==> config.mk <==
export PLATFORM = sky130hd
export DESIGN_NAME = store_buffer
export DESIGN_NICKNAME = d
export VERILOG_FILES = /design/src/rtl/cpu_mem_pkg.sv /design/src/rtl/store_align.sv /design/src/rtl/store_buffer.sv
export SDC_FILE = /design/constraint.sdc
export NUM_CORES = 1
export LEC_CHECK = 0
export CORE_MARGIN = 2
export CORE_UTILIZATION = 55
export CTS_BUF_LIST = sky130_fd_sc_hd__clkbuf_4 sky130_fd_sc_hd__clkbuf_8
export CTS_CLUSTER_SIZE = 30
export DETAILED_ROUTE_END_ITERATION = 12
export GPL_ROUTABILITY_DRIVEN = 0
export PLACE_DENSITY = 0.79
export SLEW_MARGIN = 25
export SYNTH_ARGS = -nofsm -noshare
export SYNTH_HDL_FRONTEND = slang
export SYNTH_SLANG_ARGS = --single-unit
==> constraint.sdc <==
create_clock -name clk -period 14.1 [get_ports clk]
set_input_delay 4.23 -clock clk [delete_from_list [all_inputs] [get_ports clk]]
set_output_delay 4.23 -clock clk [all_outputs]
set_load 0.01 [all_outputs]
==> src/rtl/cpu_mem_pkg.sv <==
// Shared definitions for the CPU data-memory store and load paths:
// access size codes, drain-state encoding and byte-enable width.
package cpu_mem_pkg;

  localparam int BE_W = 4;

  localparam logic [1:0] SZ_BYTE = 2'b00;
  localparam logic [1:0] SZ_HALF = 2'b01;
  localparam logic [1:0] SZ_WORD = 2'b10;

  typedef enum logic {
    IDLE = 1'b0,
    REQ  = 1'b1
  } drain_state_t;

endpackage

==> src/rtl/store_align.sv <==
// Little-endian lane alignment of a right-justified store; purely combinational, zero latency.
// No handshake: flags illegal size/offset combinations via misaligned.
module store_align
  import cpu_mem_pkg::*;
(
  input  logic [1:0]      addr_lo,
  input  logic [1:0]      size,
  input  logic [31:0]     data,
  output logic [BE_W-1:0] be,
  output logic [31:0]     wdata,
  output logic            misaligned
);

  always_comb begin
    be         = '0;
    wdata      = data;
    misaligned = 1'b0;
    case (size)
      SZ_BYTE: begin
        be    = 4'b0001 << addr_lo;
        wdata = {4{data[7:0]}};
      end
      SZ_HALF: begin
        be         = addr_lo[1] ? 4'b1100 : 4'b0011;
        wdata      = {2{data[15:0]}};
        misaligned = addr_lo[0];
      end
      SZ_WORD: begin
        be         = 4'b1111;
        misaligned = |addr_lo;
      end
      default: misaligned = 1'b1;
    endcase
  end

endmodule

==> src/rtl/store_buffer.sv <==
// Posted-write FIFO draining aligned stores to memory; mem_req rises the cycle after a push into an empty buffer.
// st_ready drops when full; loads matching a pending word raise ld_hazard.
module store_buffer
  import cpu_mem_pkg::*;
#(
  parameter int DEPTH  = 4,
  parameter int ADDR_W = 32
) (
  input  logic                     clk,
  input  logic                     reset,
  input  logic                     st_valid,
  output logic                     st_ready,
  input  logic [ADDR_W-1:0]        st_addr,
  input  logic [31:0]              st_data,
  input  logic [1:0]               st_size,
  input  logic                     ld_check,
  input  logic [ADDR_W-1:0]        ld_addr,
  output logic                     ld_hazard,
  output logic                     mem_req,
  output logic [ADDR_W-1:0]        mem_addr,
  output logic [31:0]              mem_wdata,
  output logic [BE_W-1:0]          mem_be,
  input  logic                     mem_ack,
  output logic                     misalign_err,
  output logic                     empty,
  output logic [$clog2(DEPTH):0]   count
);

  localparam int PTR_W = $clog2(DEPTH);
  localparam int CNT_W = PTR_W + 1;

  logic [ADDR_W-3:0] ent_addr [DEPTH];
  logic [31:0]       ent_data [DEPTH];
  logic [BE_W-1:0]   ent_be   [DEPTH];
  logic [PTR_W-1:0]  ent_off  [DEPTH];
  logic [DEPTH-1:0]  ent_hit;

  logic [PTR_W-1:0]  rd_ptr;
  logic [PTR_W-1:0]  wr_ptr;
  logic [CNT_W-1:0]  count_next;
  logic              full;
  logic              push;
  logic              pop;

  logic [BE_W-1:0]   al_be;
  logic [31:0]       al_wdata;
  logic              al_mis;

  drain_state_t      state;
  drain_state_t      state_next;

  store_align u_align (
    .addr_lo    (st_addr[1:0]),
    .size       (st_size),
    .data       (st_data),
    .be         (al_be),
    .wdata      (al_wdata),
    .misaligned (al_mis)
  );

  assign full       = (count == CNT_W'(DEPTH));
  assign empty      = (count == '0);
  assign st_ready   = !full;
  assign push       = st_valid && st_ready && !al_mis;
  assign pop        = (state == REQ) && mem_ack;
  assign count_next = count + CNT_W'(push) - CNT_W'(pop);

  always_ff @(posedge clk or posedge reset) begin
    if (reset) begin
      rd_ptr       <= '0;
      wr_ptr       <= '0;
      count        <= '0;
      misalign_err <= 1'b0;
      for (int i = 0; i < DEPTH; i++) begin
        ent_addr[i] <= '0;
        ent_data[i] <= '0;
        ent_be[i]   <= '0;
      end
    end else begin
      count        <= count_next;
      misalign_err <= st_valid && st_ready && al_mis;
      if (push) begin
        ent_addr[wr_ptr] <= st_addr[ADDR_W-1:2];
        ent_data[wr_ptr] <= al_wdata;
        ent_be[wr_ptr]   <= al_be;
        wr_ptr           <= wr_ptr + PTR_W'(1);
      end
      if (pop) begin
        rd_ptr <= rd_ptr + PTR_W'(1);
      end
    end
  end

  always_ff @(posedge clk or posedge reset) begin
    if (reset) begin
      state <= IDLE;
    end else begin
      state <= state_next;
    end
  end

  // Entering REQ on the push edge itself gives single-cycle push-to-request latency.
  always_comb begin
    state_next = state;
    case (state)
      IDLE:    if (count_next != '0) state_next = REQ;
      REQ:     if (count_next == '0) state_next = IDLE;
      default: state_next = IDLE;
    endcase
  end

  assign mem_req   = (state == REQ);
  assign mem_addr  = mem_req ? {ent_addr[rd_ptr], 2'b00} : '0;
  assign mem_wdata = mem_req ? ent_data[rd_ptr] : '0;
  assign mem_be    = mem_req ? ent_be[rd_ptr] : '0;

  // An entry is live when its distance from the head is below count.
  for (genvar i = 0; i < DEPTH; i++) begin : g_hazard
    assign ent_off[i] = PTR_W'(i) - rd_ptr;
    assign ent_hit[i] = ({1'b0, ent_off[i]} < count) &&
                        (ent_addr[i] == ld_addr[ADDR_W-1:2]);
  end

  assign ld_hazard = ld_check && (|ent_hit);

endmodule

### Yosys cells after proc, flatten, opt, wreduce, memory -nomap -nowiden

Cells that the tools add are included.
Widths: inputs -> output; s select.

* logic and storage cells: 89
* output and inout port bits: 76
* register bits: 273
* input bits: 103

* reduce and logical (&&, ||, !) cells: 18
* bitwise operators: 3
* equal/unequal tests: 7
* add/sub/neg operators: 8
* muxes and demuxes: 28
* shift-type cells: 1
* order comparisons: 7

Operator list (count)
* $mux 32: 5
* $bwmux 128: 1
* $bwmux 120: 1
* $eq 30x30->1: 4
* $mux 30: 3
* $bmux 32 s2: 1
* $demux 32 s2: 1
* $pmux 32 s2: 1
* $bmux 30 s2: 1
* $demux 30 s2: 1
* $mux 4: 5
* $bwmux 16: 1
* $lt 2x3->1: 4
* $pmux 4 s3: 1
* $logic_and 1x1->1: 10
* $bmux 4 s2: 1
* $demux 4 s2: 1
* $ge 3x3->1 const B: 2
* $logic_not 3->1: 2
* $not 2->3: 2
* $add 2x1->2 const B: 2
* $reduce_or 4->1: 1
* $shl 1x2->4 const A: 1
* $sub 1x2->2 const A: 2
* other kinds (15): 18

### Longest topological paths before layout

* depth after elaboration: 9
* mapped depth: 13
* gate-level depth less buffers: 12

### Hierarchy

A second synthesis with hierarchy kept.

* cells, all modules: 1007
* area total of the unflattened synthesis: 15192.1 sq um

Modules (own cells, without submodules)
* store_buffer: seq. area each 6831.6 sq um, instances 1, area an instance 14617.8 sq um, cells each 938
* store_align: seq. area each 0.0 sq um, instances 1, area an instance 574.3 sq um, cells each 69

### Least setup slack after synthesis

OpenSTA, ideal clock, no wires.

* path type: input to output
* from: input ld_addr[18]
* to: output ld_hazard
* path buffers: 0
* cell stages on the path: 5
* setup slack: 4.640 ns
* required time: 9.870 ns
* arrival: 5.230 ns
* cell sequence: xor2_1 -> nor4_1 -> nand4_1 -> a2111oi_0 -> or4_1

* cells in the longest elaborated chain, start to end: 4
* elaborated cells on any way between the ends: 10
* those cells by class: eq/ne: 4; reduce/logical: 6

Ends and longest elaborated chain
* start, declared: line store_buffer.sv:17 `input logic [ADDR_W-1:0] ld_addr,`
* $eq 30x30->1: line store_buffer.sv:121 `(ent_addr[i] == ld_addr[ADDR_W-1:2]);`
* $logic_and 1x1->1: line store_buffer.sv:120 `assign ent_hit[i] = ({1'b0, ent_off[i]} < count) &&`
* $reduce_or 4->1 *: line store_buffer.sv:124 `assign ld_hazard = ld_check && (|ent_hit);`
* $logic_and 1x1->1 *: line store_buffer.sv:124
* end, declared: line store_buffer.sv:18 `output logic ld_hazard,`

Every way passes the cells marked *; elsewhere a longest branch is shown, timed or not.

### Worst setup path after layout

* from: input ld_addr[31]
* to: output ld_hazard

The elaborated chain is that of the path after synthesis.

==> out/summary.md <==
The clock latency reported for the late side of the worst-skew pair was 0.58 ns. For this run, the register share of the synthesized area comes to 47.1%. The critical path in this run is classified as primary input to output port. After global routing the overflow that remains totals 0. The initialized floorplan defines 59 standard-cell rows.

The number of clock buffers added by TritonCTS is 47. The die footprint is 27700 um2. In this run, distinct cell masters in the synthesized netlist total 37. The tools report the number of fill cells in the layout as 1914. The synthesized netlist devotes 7.84% of its cell area to simple gates. The pin count of the biggest net entering global routing came out at 114. The synthesized-area fraction occupied by ao, oa, aoi and oai cells was 3.74%.

The number of failing hold endpoints at the final stage is 0, and the maximum count of clock buffers along a single path is 3. In this run the critical register-to-register path is captured at mem_req. The achievable frequency was 90.0 MHz; the mapped cell area was 14500 um2. For the initial antenna violation count, the log shows 1. The core region is 26000 um2.

Across the run, the number of max-cap violations was 0. Adding up every negative setup slack in the final design gives 0 ns. The root buffer cell chosen for the clock tree is sky130_fd_sc_hd__clkbuf_8. Vertical die dimension: 166 um. The sequential cells in the finished layout cover a total of 6840 um2. The tools report the number of search-and-repair iterations in the first detailed-routing pass as 5. The final worst-path cycle share works out to 78.8%.

The type of destination of the critical path was an output port. The type of the worst min-delay path is flop to flop. The adder and majority cell fraction of the synthesized area works out to 1.00%.

The synthesized design contains 273 register bits. The run gives 57300 um as the global-route wire length before repair. The quantity of I/O buffers inserted on ports was 174. The tools report the multi-input combinational cell area as 7080 um2. Fraction of layout instances using a drive strength above 1: 27.5%. Synthesis produced 1083 cells.

After Yosys synthesis, XOR and XNOR cells account for 7.60% of the synthesized area. For the finished layout, the period the worst path requires is 11.12 ns. The number of cell instances on the worst register-to-register path was 12; the via count of the first global-routing pass was 10200.

The number of antenna cells inserted is 0. The die width is 166 um, and the average cell area after synthesis is 13.4 um2. The fraction of synthesized area in multiplexers was 28.5%. For the final database, setup skew stands at 0.0381 ns. The final-stage net count was 1364; the routed length per placed instance was 22.3 um.

The count of pins over their slew limit was 0. The number of warnings reported in the yosys synthesis log was 0. Setup repair after global routing left no endpoint under its margin. CTS saw 273 sinks. Data arrives at the worst endpoint at 6.89 ns. Count of placed standard cells including taps: 1536. Tracing the worst setup path back leads to its startpoint at ld_addr[31]. The initial utilization of the core area, before any placement, comes to 55.9%.

Largest voltage drop on the vdd net: 0.154 mV. The clock-pin transition on the worst setup and hold timing paths was 0.06 ns; the iteration-0 DRC count of the detailed router was 663. Using the TritonRoute via totals, the vias-per-cell ratio works out to 5.79.

The required time at the endpoint of the critical path is 9.87 ns. Buffers inserted to repair hold after CTS numbered 0. Across all register-to-register paths, the minimum setup slack is 11.17 ns. The tools report the number of instances resized during post-cts repair as 0.

STA classifies the critical path startpoint as a primary input. For this block, the via count after detailed routing is 9386. The run finished with clean final reports. Placed wire-length estimate after detailed placement: 23800 um.

By area, the combinational part of the netlist is dominated by multiplexers. The total power after layout is 4.15 mW, and the number of post-CTS setup repair buffers is 0. The remaining antenna violation count was 0; the final routed DRC violation total was 0. For this design the static power due to leakage is 7.69 nW.

The worst register-to-register path begins at count[2]. In the global route stage, overall resource usage came out at 26.4%. The maximum level of the CTS H-tree was 2; the total power density per cell area was 241 nW/um2. Setup violations remaining at the end of the flow were counted as 0. For this run, the number of standard cells in the final layout without fillers is 1620.

The number of top-level design ports is 179, and the maximum fanout count along the critical path is 4. Measured against its own limit, the worst slew margin works out to 42.5%. The wire length reported by the detailed router was 36100 um. TritonCTS built the clock tree.

Relative to the synthesized area, the layout overhead comes to 18.3%. For the pin with the worst max-slew slack, the measured transition is 0.860 ns. In this run the worst setup path terminates at ld_hazard.
-- how the worst min path moves through the flow --
stage	from	endpoint	cells after the start
floorplan	ent_be[4]	ent_be[4]	2
global placement	ent_be[8]	ent_be[8]	2
finish	ent_data[72]	ent_data[72]	2
detailed placement	ent_data[72]	ent_data[72]	2
CTS	ent_data[86]	ent_data[86]	2
global route	ent_data[81]	ent_data[81]	2
-- cell families after synthesis --
group / Yosys count
XOR/XNOR: 126
flip-flops: 273
AND/OR/NAND/NOR: 212
multiplexers: 278
buffers and inverters: 80
AO/OA/AOI/OAI: 102
other: 1
adder cells (fa/ha/maj): 11
-- worst max-delay path, cell delays in order --
cell	delay [ns]
sky130_fd_sc_hd__clkdlybuf4s50_1	0.55
sky130_fd_sc_hd__xor2_1	0.24
sky130_fd_sc_hd__nor4_1	0.39
sky130_fd_sc_hd__nand4_1	0.23
sky130_fd_sc_hd__a2111oi_0	0.45
sky130_fd_sc_hd__or4_1	0.24
sky130_fd_sc_hd__clkdlybuf4s50_1	0.56
-- final cells by class --
type | count | area share [%]
clock buffers | 75 | 5.25
clock inverters | 9 | 0.299
inverters | 13 | 0.328
multi-input cells | 731 | 41.2
flip-flops and latches | 273 | 39.8
well taps | 335 | 2.44
repair buffers | 184 | 10.6
-- registers in the layout, summed over array words and instances, names as in the netlist --
register and count:
ent_data 128, ent_addr 120, ent_be 16, count 3, rd_ptr 2, wr_ptr 2
mem_req 1, misalign_err 1
-- through the flow --
step	setup WS, ns	cell area [um2]	util [%]	hold WS (ns)
after floorplan	2.35	14500	-	0.445
after global placement	3.07	16200	62.4	0.457
after detailed placement	3.09	16200	62.4	0.468
after CTS	3.08	17200	66.1	0.480
after global routing	2.82	17200	66.1	0.507
final	2.98	17200	66.1	0.478
-- placed cells by master (no fill, tap or decap), types with 2 or more instances in the layout --
cell type,n
sky130_fd_sc_hd__mux2_4,80
sky130_fd_sc_hd__nand2_1,88
sky130_fd_sc_hd__buf_6,3
sky130_fd_sc_hd__nor2b_1,2
sky130_fd_sc_hd__nand4_1,8
sky130_fd_sc_hd__buf_4,7
sky130_fd_sc_hd__mux4_2,66
sky130_fd_sc_hd__mux2i_1,24
sky130_fd_sc_hd__mux2_2,102
sky130_fd_sc_hd__inv_1,12
sky130_fd_sc_hd__clkdlybuf4s50_1,174
sky130_fd_sc_hd__conb_1,2
sky130_fd_sc_hd__nand3_4,4
sky130_fd_sc_hd__clkbuf_4,21
sky130_fd_sc_hd__clkbuf_8,54
sky130_fd_sc_hd__nor3_1,5
sky130_fd_sc_hd__clkinv_2,7
sky130_fd_sc_hd__and2_1,68
sky130_fd_sc_hd__xor2_1,113
sky130_fd_sc_hd__dfrtp_1,270
sky130_fd_sc_hd__o21ai_0,88
sky130_fd_sc_hd__mux2_1,6
sky130_fd_sc_hd__xnor2_1,13
sky130_fd_sc_hd__a2111oi_0,4
sky130_fd_sc_hd__nor2_1,4
sky130_fd_sc_hd__a21oi_1,8
sky130_fd_sc_hd__nand3_1,4
sky130_fd_sc_hd__ha_1,10
sky130_fd_sc_hd__dfrtp_2,2
sky130_fd_sc_hd__nor4_1,24
-- cells in the mapped netlist (all sizes together) --
library cell	n	share of area (%)
nor2b	2	0.086
fa	1	0.14
clkbuf	22	0.57
inv	13	0.34
nor2	4	0.10
mux2	188	17
nor3	5	0.17
conb	1	0.026
or4	1	0.052
or3	1	0.043
xor2	113	6.8
xnor2	13	0.78
nand3	8	0.62
o21a	1	0.052
nand2	88	2.3
a21oi	8	0.28
nor4	24	1.0
a2111oi	4	0.24
and2	69	3.0
nand4	8	0.34
dfrtp	273	47
nand2b	1	0.043
mux4	66	10
mux2i	24	1.7
o21ai	88	3.0
or3b	1	0.078
buf	45	3.3
o22ai	1	0.14
ha	10	0.86
-- layer usage --
layer	vias to the layer above	track usage [%]	part of all wire, %
met5	-	0	0.047
li1	4177	-	-
met2	309	43.4	48
met3	77	4.47	5.3
met1	4821	35.7	43
met4	2	9.67	3.3
-- report_power, final --
group | internal, mW | total, mW | switching (mW) | leakage (nW)
clock network | 0.405 | 0.728 | 0.323 | 0.517
logic | 1.16 | 1.92 | 0.762 | 3.84
registers | 1.17 | 1.50 | 0.328 | 3.33
Note: power is estimated with default switching activity, not from simulation.
